`src/rtl/dcache_ctrl.sv`:
```
// dcache_ctrl: direct-mapped, write-back, write-allocate data cache controller
// for a 5-stage pipeline MEM stage. 16 lines x 128 bits (4 words), each line
// carrying valid, dirty and a 24-bit tag.
//
// Ports:
//   clk_i, rst_i          clock, synchronous active-high reset
//   cpu_addr_i/cpu_data_i  MEM-stage byte address / store data
//   cpu_memread_i/_write_i load / store request (store wins if both set)
//   cpu_data_o            load data (zero unless a read hit)
//   cpu_stall_o           pipeline freeze while a miss is being serviced
//   mem_enable_o/_write_o off-chip line request valid / 1 = line write
//   mem_addr_o/mem_data_o line-aligned address / victim line for writeback
//   mem_data_i/mem_ack_i  refill line / one-cycle completion pulse
//
// State table:
//   state        | meaning
//   ST_IDLE      | serve hits; a miss picks WRITEBACK (dirty victim) or ALLOCATE
//   ST_WRITEBACK | write the dirty victim line back, wait for ack
//   ST_ALLOCATE  | read the missed line, fill it on ack, return to IDLE
module dcache_ctrl (
  input  logic         clk_i,
  input  logic         rst_i,
  input  logic [31:0]  cpu_addr_i,
  input  logic [31:0]  cpu_data_i,
  input  logic         cpu_memread_i,
  input  logic         cpu_memwrite_i,
  output logic [31:0]  cpu_data_o,
  output logic         cpu_stall_o,
  output logic         mem_enable_o,
  output logic         mem_write_o,
  output logic [31:0]  mem_addr_o,
  output logic [127:0] mem_data_o,
  input  logic [127:0] mem_data_i,
  input  logic         mem_ack_i
);

  localparam logic [1:0] ST_IDLE      = 2'd0;
  localparam logic [1:0] ST_WRITEBACK = 2'd1;
  localparam logic [1:0] ST_ALLOCATE  = 2'd2;

  logic [1:0]   state;
  logic [1:0]   state_nxt;

  logic [15:0]  valid;
  logic [15:0]  dirty;
  logic [23:0]  tag_mem  [16];
  logic [127:0] data_mem [16];

  logic [3:0]   idx;
  logic [23:0]  tag_in;
  logic [1:0]   word_sel;
  logic         req;
  logic         is_store;
  logic         is_load;
  logic         hit;
  logic         write_hit;
  logic         fill_done;
  logic [127:0] line_rd;
  logic [31:0]  word_rd;
  logic         unused_addr_bits;

  assign idx      = cpu_addr_i[7:4];
  assign tag_in   = cpu_addr_i[31:8];
  assign word_sel = cpu_addr_i[3:2];

  // Byte offset within a word is irrelevant to a word-granular cache.
  assign unused_addr_bits = ^cpu_addr_i[1:0];

  assign req      = cpu_memread_i | cpu_memwrite_i;
  assign is_store = cpu_memwrite_i;
  assign is_load  = cpu_memread_i & ~cpu_memwrite_i;
  assign hit      = req & valid[idx] & (tag_mem[idx] == tag_in);

  assign line_rd  = data_mem[idx];
  assign word_rd  = line_rd[{word_sel, 5'd0} +: 32];

  assign write_hit = (state == ST_IDLE) & hit & is_store;
  assign fill_done = (state == ST_ALLOCATE) & mem_ack_i;

  assign cpu_data_o  = (is_load & hit) ? word_rd : 32'd0;
  assign cpu_stall_o = (state != ST_IDLE) | (req & ~hit);

  always_comb begin
    state_nxt = state;
    case (state)
      ST_IDLE: begin
        if (req & ~hit) begin
          state_nxt = (valid[idx] & dirty[idx]) ? ST_WRITEBACK : ST_ALLOCATE;
        end
      end
      ST_WRITEBACK: begin
        if (mem_ack_i) state_nxt = ST_ALLOCATE;
      end
      ST_ALLOCATE: begin
        if (mem_ack_i) state_nxt = ST_IDLE;
      end
      default: state_nxt = ST_IDLE;
    endcase
  end

  // Memory-side outputs depend on state only (plus the held CPU address),
  // so they stay stable for the whole request until its ack cycle.
  always_comb begin
    mem_enable_o = 1'b0;
    mem_write_o  = 1'b0;
    mem_addr_o   = 32'd0;
    mem_data_o   = 128'd0;
    case (state)
      ST_WRITEBACK: begin
        mem_enable_o = 1'b1;
        mem_write_o  = 1'b1;
        mem_addr_o   = {tag_mem[idx], idx, 4'b0000};
        mem_data_o   = line_rd;
      end
      ST_ALLOCATE: begin
        mem_enable_o = 1'b1;
        mem_addr_o   = {cpu_addr_i[31:4], 4'b0000};
      end
      default: ;
    endcase
  end

  always_ff @(posedge clk_i) begin
    if (rst_i) begin
      state <= ST_IDLE;
      valid <= 16'd0;
      dirty <= 16'd0;
    end else begin
      state <= state_nxt;
      if (fill_done) begin
        valid[idx] <= 1'b1;
        dirty[idx] <= 1'b0;
      end else if (write_hit) begin
        dirty[idx] <= 1'b1;
      end
    end
  end

  // Tag and data arrays are not cleared; valid gates every use of them.
  // Reset still blocks a fill so an abandoned refill never lands.
  always_ff @(posedge clk_i) begin
    if (!rst_i) begin
      if (fill_done) begin
        data_mem[idx] <= mem_data_i;
        tag_mem[idx]  <= tag_in;
      end else if (write_hit) begin
        data_mem[idx][{word_sel, 5'd0} +: 32] <= cpu_data_i;
      end
    end
  end

endmodule
```
`config.mk`:
```
export PLATFORM = sky130hd
export DESIGN_NAME = dcache_ctrl
export DESIGN_NICKNAME = d
export VERILOG_FILES = /design/src/rtl/dcache_ctrl.sv
export SDC_FILE = /design/constraint.sdc
export NUM_CORES = 2
export LEC_CHECK = 0
export ABC_CLOCK_PERIOD_IN_PS = 8330
export BUFFER_PORTS_ARGS = -buffer_cell sky130_fd_sc_hd__buf_2
export CAP_MARGIN = 20
export CELL_PAD_IN_SITES_DETAIL_PLACEMENT = 0
export CELL_PAD_IN_SITES_GLOBAL_PLACEMENT = 1
export CORE_UTILIZATION = 59
export CTS_CLUSTER_DIAMETER = 50
export CTS_CLUSTER_SIZE = 20
export DETAILED_ROUTE_END_ITERATION = 10
export PLACE_DENSITY_LB_ADDON = 0.25
export RECOVER_POWER = 25
export SETUP_SLACK_MARGIN = 0.02
export SLEW_MARGIN = 30
export SYNTH_ARGS = -nofsm -noshare
export SYNTH_HDL_FRONTEND = slang
export SYNTH_SLANG_ARGS = --single-unit
```
`constraint.sdc`:
```
create_clock -name clk_i -period 8.33 [get_ports clk_i]
set_input_delay 0.4165 -clock clk_i [delete_from_list [all_inputs] [get_ports clk_i]]
set_output_delay 0.4165 -clock clk_i [all_outputs]
set_load 0.05 [all_outputs]
```
==> Word-level counts from Yosys, hierarchy flattened <==
Memory sizes are Yosys's and may differ from the RTL's.
Index checks and enable logic that the tools add are counted.
{ "classes": {"mux": 153, "n_shift": 3, "n_lt_le_gt_ge": 2, "bitwise_logic": 145, "n_eq_ne": 6, "n_reduce_logical": 6, "add_sub_neg": 1} }
{ "op_table": {"columns": ["operator", "count"], "rows": [
  ["$mux W128", 2],
  ["$mux W1", 139],
  ["$or A1 B1 Y1", 130],
  ["$shift A32 B9 Y128 const A", 1],
  ["$shiftx A128 B8 Y32", 1],
  ["$shiftx A32 B9 Y128", 1],
  ["$pmux W32 S2", 1],
  ["$mux W16", 2],
  ["$mux W32", 1],
  ["$or A16 B16 Y16", 2],
  ["$eq A24 B24 Y1", 1],
  ["$and A16 B16 Y16", 1],
  ["$not A16 Y16", 1],
  ["$and A1 B1 Y1", 9],
  ["$neg A7 Y9", 1],
  ["$bmux W1 S4", 2],
  ["$mux W2", 4],
  ["$pmux W2 S3", 1],
  ["$lt A4 B5 Y1 const B", 1],
  ["$demux W1 S4", 1],
  ["$ge A4 B1 Y1 const B", 1],
  ["$ne A2 B2 Y1 const B", 2],
  ["$reduce_bool A2 Y1", 2],
  ["$reduce_and A3 Y1", 1],
  ["7 further kinds", 8]
]} }
{ "word_totals": {"in_bits": 197, "reg_bits": 34, "ram_bits": 2432, "mem_count": 2} }
{ "mem_list": {"columns": ["name", "words", "word_bits", "rd", "rd_clocked_by_memory_dff", "wr", "line", "rtl"], "rows": [
  ["data_mem", 16, 128, 1, 0, 1, "47", "logic [127:0] data_mem [16];"],
  ["tag_mem", 16, 24, 1, 0, 1, "46", "logic [23:0] tag_mem [16];"]
]} }

==> Logic depth before layout (Yosys ltp) <==
{ "logic_depth": {"ltp_word": 11, "ltp_mapped": 15, "depth_no_buf": 9} }

==> Least setup slack after synthesis <==
No wires, ideal clock.
{ "synth_timing": {"path_kind": "input -> register", "start": "input port cpu_addr_i[4]", "end": "memory data_mem[10][0], enable pin", "arrival_ns": 5.098, "setup_ns": 0.421, "path_slack_ns": 2.811, "t_required_ns": 7.909, "stages": 14, "n_path_buf": 5, "path_cell_list": "buf_2 -> buf_2 -> buf_2 -> mux2i_1 -> nor3_1 -> o41ai_1 -> o2111ai_1 -> or4b_1 -> nor4_4 -> nand4_2 -> and2_1 -> clkbuf_1 -> buf_2 -> nor2_1"} }
{ "synth_between": {"elab_chain_cells": 11} }
{ "synth_lines": {"columns": ["item", "line", "rtl"], "rows": [
  ["start: declaration", "23", "input logic [31:0] cpu_addr_i,"],
  ["branches (longest 11 deep; another with $mem_v2 Z16 W24)", null, null],
  ["end: declaration", "47", null]
]} }
Parallel ways; which one is timed is not known. The select of a mux whose other input is x is not followed.

==> Worst setup path after layout <==
{ "layout_timing": {"start": "input port cpu_addr_i[4]", "end": "memory data_mem[10][5] (data pin)"} }
{ "layout_between": {"elab_chain_cells": 11} }
{ "layout_lines": {"columns": ["item", "line", "rtl"], "rows": [
  ["branches (longest 3 deep; another with $mem_v2 Z16 W24)", null, null],
  ["$and A1 B1 Y1 (*)", "72", "assign hit = req & valid[idx] & (tag_mem[idx] == tag_in);"],
  ["$and A1 B1 Y1 (*) (2 in series)", "77", "assign write_hit = (state == ST_IDLE) & hit & is_store;"],
  ["$mux W1 (*)", "146", "end else if (write_hit) begin"],
  ["$mux W1 (*)", "143", "if (fill_done) begin"],
  ["$mux W1 (*)", "142", "if (!rst_i) begin"],
  ["$mux W128 (implied by the code) (*)", "147", "data_mem[idx][{word_sel, 5'd0} +: 32] <= cpu_data_i;"],
  ["$mux W1 (no source line) (*)", null, null]
]} }
Every way passes the cells marked *. The select of a mux whose other input is x is not followed.

==> results.json <==
{
  "status": "finished with violations",
  "violations": "capacitance limit, slew limit",
  "slew_headroom_pct": -167.6,
  "finalCriticalPeriod_ns": 7.320,
  "tightest_slew_ns": 4.015,
  "die_w_um": 411.5,
  "skew_ns": 0.03754,
  "path_buf_inv": 5,
  "vias": 50240,
  "synth_top_area_cell": "edfxtp_1",
  "grt_pass1_vias": 48970,
  "synth_top_area_share_pct": 73.82,
  "slew_violations": 714,
  "synth_cell_type_count": 59,
  "max_freq_ghz": 0.1366,
  "placed_cell_area_mm2": 0.1048,
  "area_growth_pct": 12.48,
  "holdPathStages": 3,
  "place.gp.congestion": 0.8327,
  "setup_tns_ns": 0,
  "maxCapViolCount": 30,
  "finalNetCount": 5309,
  "drt_pass1_iterations": 5,
  "synth_ff_type": "edfxtp_1",
  "final_antenna_net_count": 0,
  "path_max_fanout": 74,
  "drive_above_1_share_pct": 32.40,
  "grt-ovfl-total": 0,
  "fin_area_mm2": 0.1113,
  "reg2reg_depth": 8,
  "synth_area_leaders": "edfxtp_1, mux4_2, mux2i_1",
  "worst_path_most_repeated_cell": "buf_4",
  "cts_buffers": 185,
  "start_kind": "input pin",
  "cts_tree": "done",
  "grt_pass1_wl_um": 370900,
  "critical-path-top-delay-family": "buffers and inverters",
  "synthArstFlopShare_pct": 0,
  "insertion_delay_ns": 0.85,
  "wl_per_cell_um": 35.96,
  "p_leak_nw": 35.85,
  "h-tree-depth": 4,
  "ys.warnings.count": 0,
  "avgSynthCellArea_um2": 21.46,
  "place_hpwl_um": 166900,
  "post_cts_resized": 0,
  "viasPerCell": 6.742,
  "drc": 0,
  "max-clock-path-buffers": 3,
  "portBuffers": 385,
  "synth_area_mm2": 0.09893,
  "hold_path_class": "input pin to flip-flop",
  "max-vdd-ir-drop_uv": 254.3,
  "clock-root-buffer": "clkbuf_16",
  "path_cells": "buf_8, buf_4, mux4_2, mux2i_1, xnor2_1, nor4_1, a41oi_1, buf_4, nor4_1, buf_4, nand4_1, clkbuf_1, mux2i_2",
  "start_util_pct": 59.69,
  "core-area_mm2": 0.1657,
  "core.rowCount": 149,
  "clock_sinks": 2466,
  "synth_edf_count": 2432,
  "drt_wl_total_um": 268000,
  "grt_use_total_pct": 31.92,
  "hold_viol_final": 0,
  "antenna_found_initial": 33,
  "final_util_pct": 67.14,
  "syn_inst": 4609,
  "end_kind": "flip-flop",
  "die_y_um": 411.5,
  "path_clk_slew_ns": 0.08,
  "crit_type": "input pin to flip-flop",
  "power.density_mw_per_mm2": 222.2,
  "crit_slowest_cell": "clkbuf_1",
  "critPathMaxStageDelay_ns": 2.83,
  "crit_arrival_ns": 7.64,
  "yosysSeqAreaShare_pct": 74.51,
  "crit_cells": 13,
  "grt_max_degree": 114,
  "rsz0062_at_grt": "false",
  "finalCritPeriodShare_pct": 87.87,
  "drt_iter0_drc": 6818,
  "synth-seq-cells": 2466,
  "cp.required_ns": 8.65,
  "num_io_pins": 392,
  "setup_viol": 0,
  "fp.dieArea_mm2": 0.1693
}
-- layout make-up --
type,instances,area (um2)
clock buffers,202,4821
inverters,155,589.3
flip-flops and latches,2466,73710
fillers,10440,54460
multi-input cells,1727,24480
well taps,2189,2739
repair buffers,569,3318
clock inverters,131,1588
diodes,13,32.53
-- metal layers --
metal | routed length [um] | up-vias | track usage [%]
met5 | 96 | - | 0
met4 | 10470 | 14 | 11.41
met3 | 33800 | 445 | 9.001
met2 | 127000 | 3199 | 49.34
met1 | 96650 | 26550 | 44.12
li1 | - | 20040 | -
-- metrics by stage --
stage | instances | power (W) | setup WS (ns) | hold WS (ns)
after global routing | 7445 | 0.02528 | 0.8377 | 0.1567
after detailed placement | 7079 | 0.01553 | 1.623 | 0.4332
after global placement | 7068 | 0.01549 | 1.691 | 0.4271
final | 7452 | 0.02473 | 1.010 | 0.1452
after CTS | 7437 | 0.02478 | 1.904 | 0.003524
after floorplan | 4612 | 0.01484 | 2.811 | 0.4211
-- worst register-to-register path: stages, from the launching register on --
cell and delay [ns]:
dfxtp_1 0.32, inv_1 0.10, ha_1 0.15, clkbuf_1 1.39, a21oi_1 0.27, buf_4 0.29
nand4_1 0.18, clkbuf_1 2.84, mux2i_2 0.93
-- Yosys cell counts, drive strengths merged (25+ instances only) --
| master | n |
|---|---|
| a22oi | 51 |
| and2 | 142 |
| buf | 93 |
| clkbuf | 171 |
| dfxtp | 34 |
| edfxtp | 2432 |
| inv | 155 |
| mux2i | 215 |
| mux4 | 761 |
| nand2 | 183 |
| nand3 | 25 |
| nor2 | 98 |
| nor2b | 63 |
-- flip-flops by register name, summed over array words and instances, names as in the netlist, named ones only --
signal and count:
valid 16, data_mem 2048, state 2, tag_mem 384
-- cells in the final DEF (no fill, tap or decap), drive strengths merged, types with 25 or more instances in the layout --
master | synthesis | layout
inv | 155 | 208
clkbuf | 171 | 318
clkinv | 0 | 45
buf | 93 | 428
mux4 | 761 | 761
dfxtp | 34 | 34
nand2 | 183 | 183
mux2i | 215 | 215
nor2 | 98 | 98
a22oi | 51 | 51
nor2b | 63 | 63
edfxtp | 2432 | 2432
nand3 | 25 | 25
and2 | 142 | 142
dlygate4sd3 | 0 | 25
-- where the power goes --
group          internal (W)  total [W]  switching [W]
Sequential           0.0137     0.0137     0.00000970
Clock               0.00488    0.00945        0.00457
Combinational      0.000568    0.00161        0.00104
Total                0.0191     0.0247        0.00562
-- repair_timing --
item	4_1_cts	5_1_grt
endpoints found under the hold margin	353	0
setup buffers	0	0
hold buffers	25	0
-- path summary, 6_finish.rpt --
| path | from | end | slack (ns) |
|---|---|---|---|
| worst min register to register | flip-flop | flip-flop | 0.45 |
| worst min-delay path | mem_data_i[95] | data_mem[6][95] | 0.15 |
| worst max-delay path | cpu_addr_i[4] | data_mem[10][5] | 1.01 |
| worst max register to register | state[0] | data_mem[10][5] | 1.37 |
-- logic make-up (layout without fill, tap and decap cells) --
group	count (synthesis)	after routing	synth area share (%)
xor+xnor	25	25	0.2213
mux	982	982	19.57
flops	2466	2466	74.51
buf+inv	419	1057	1.650
other cells	1	17	0.003791
fa+ha+maj	8	8	0.1012
simple gates	554	554	2.823
compound gates	154	154	1.124
Power figures use the tool's default switching activity.
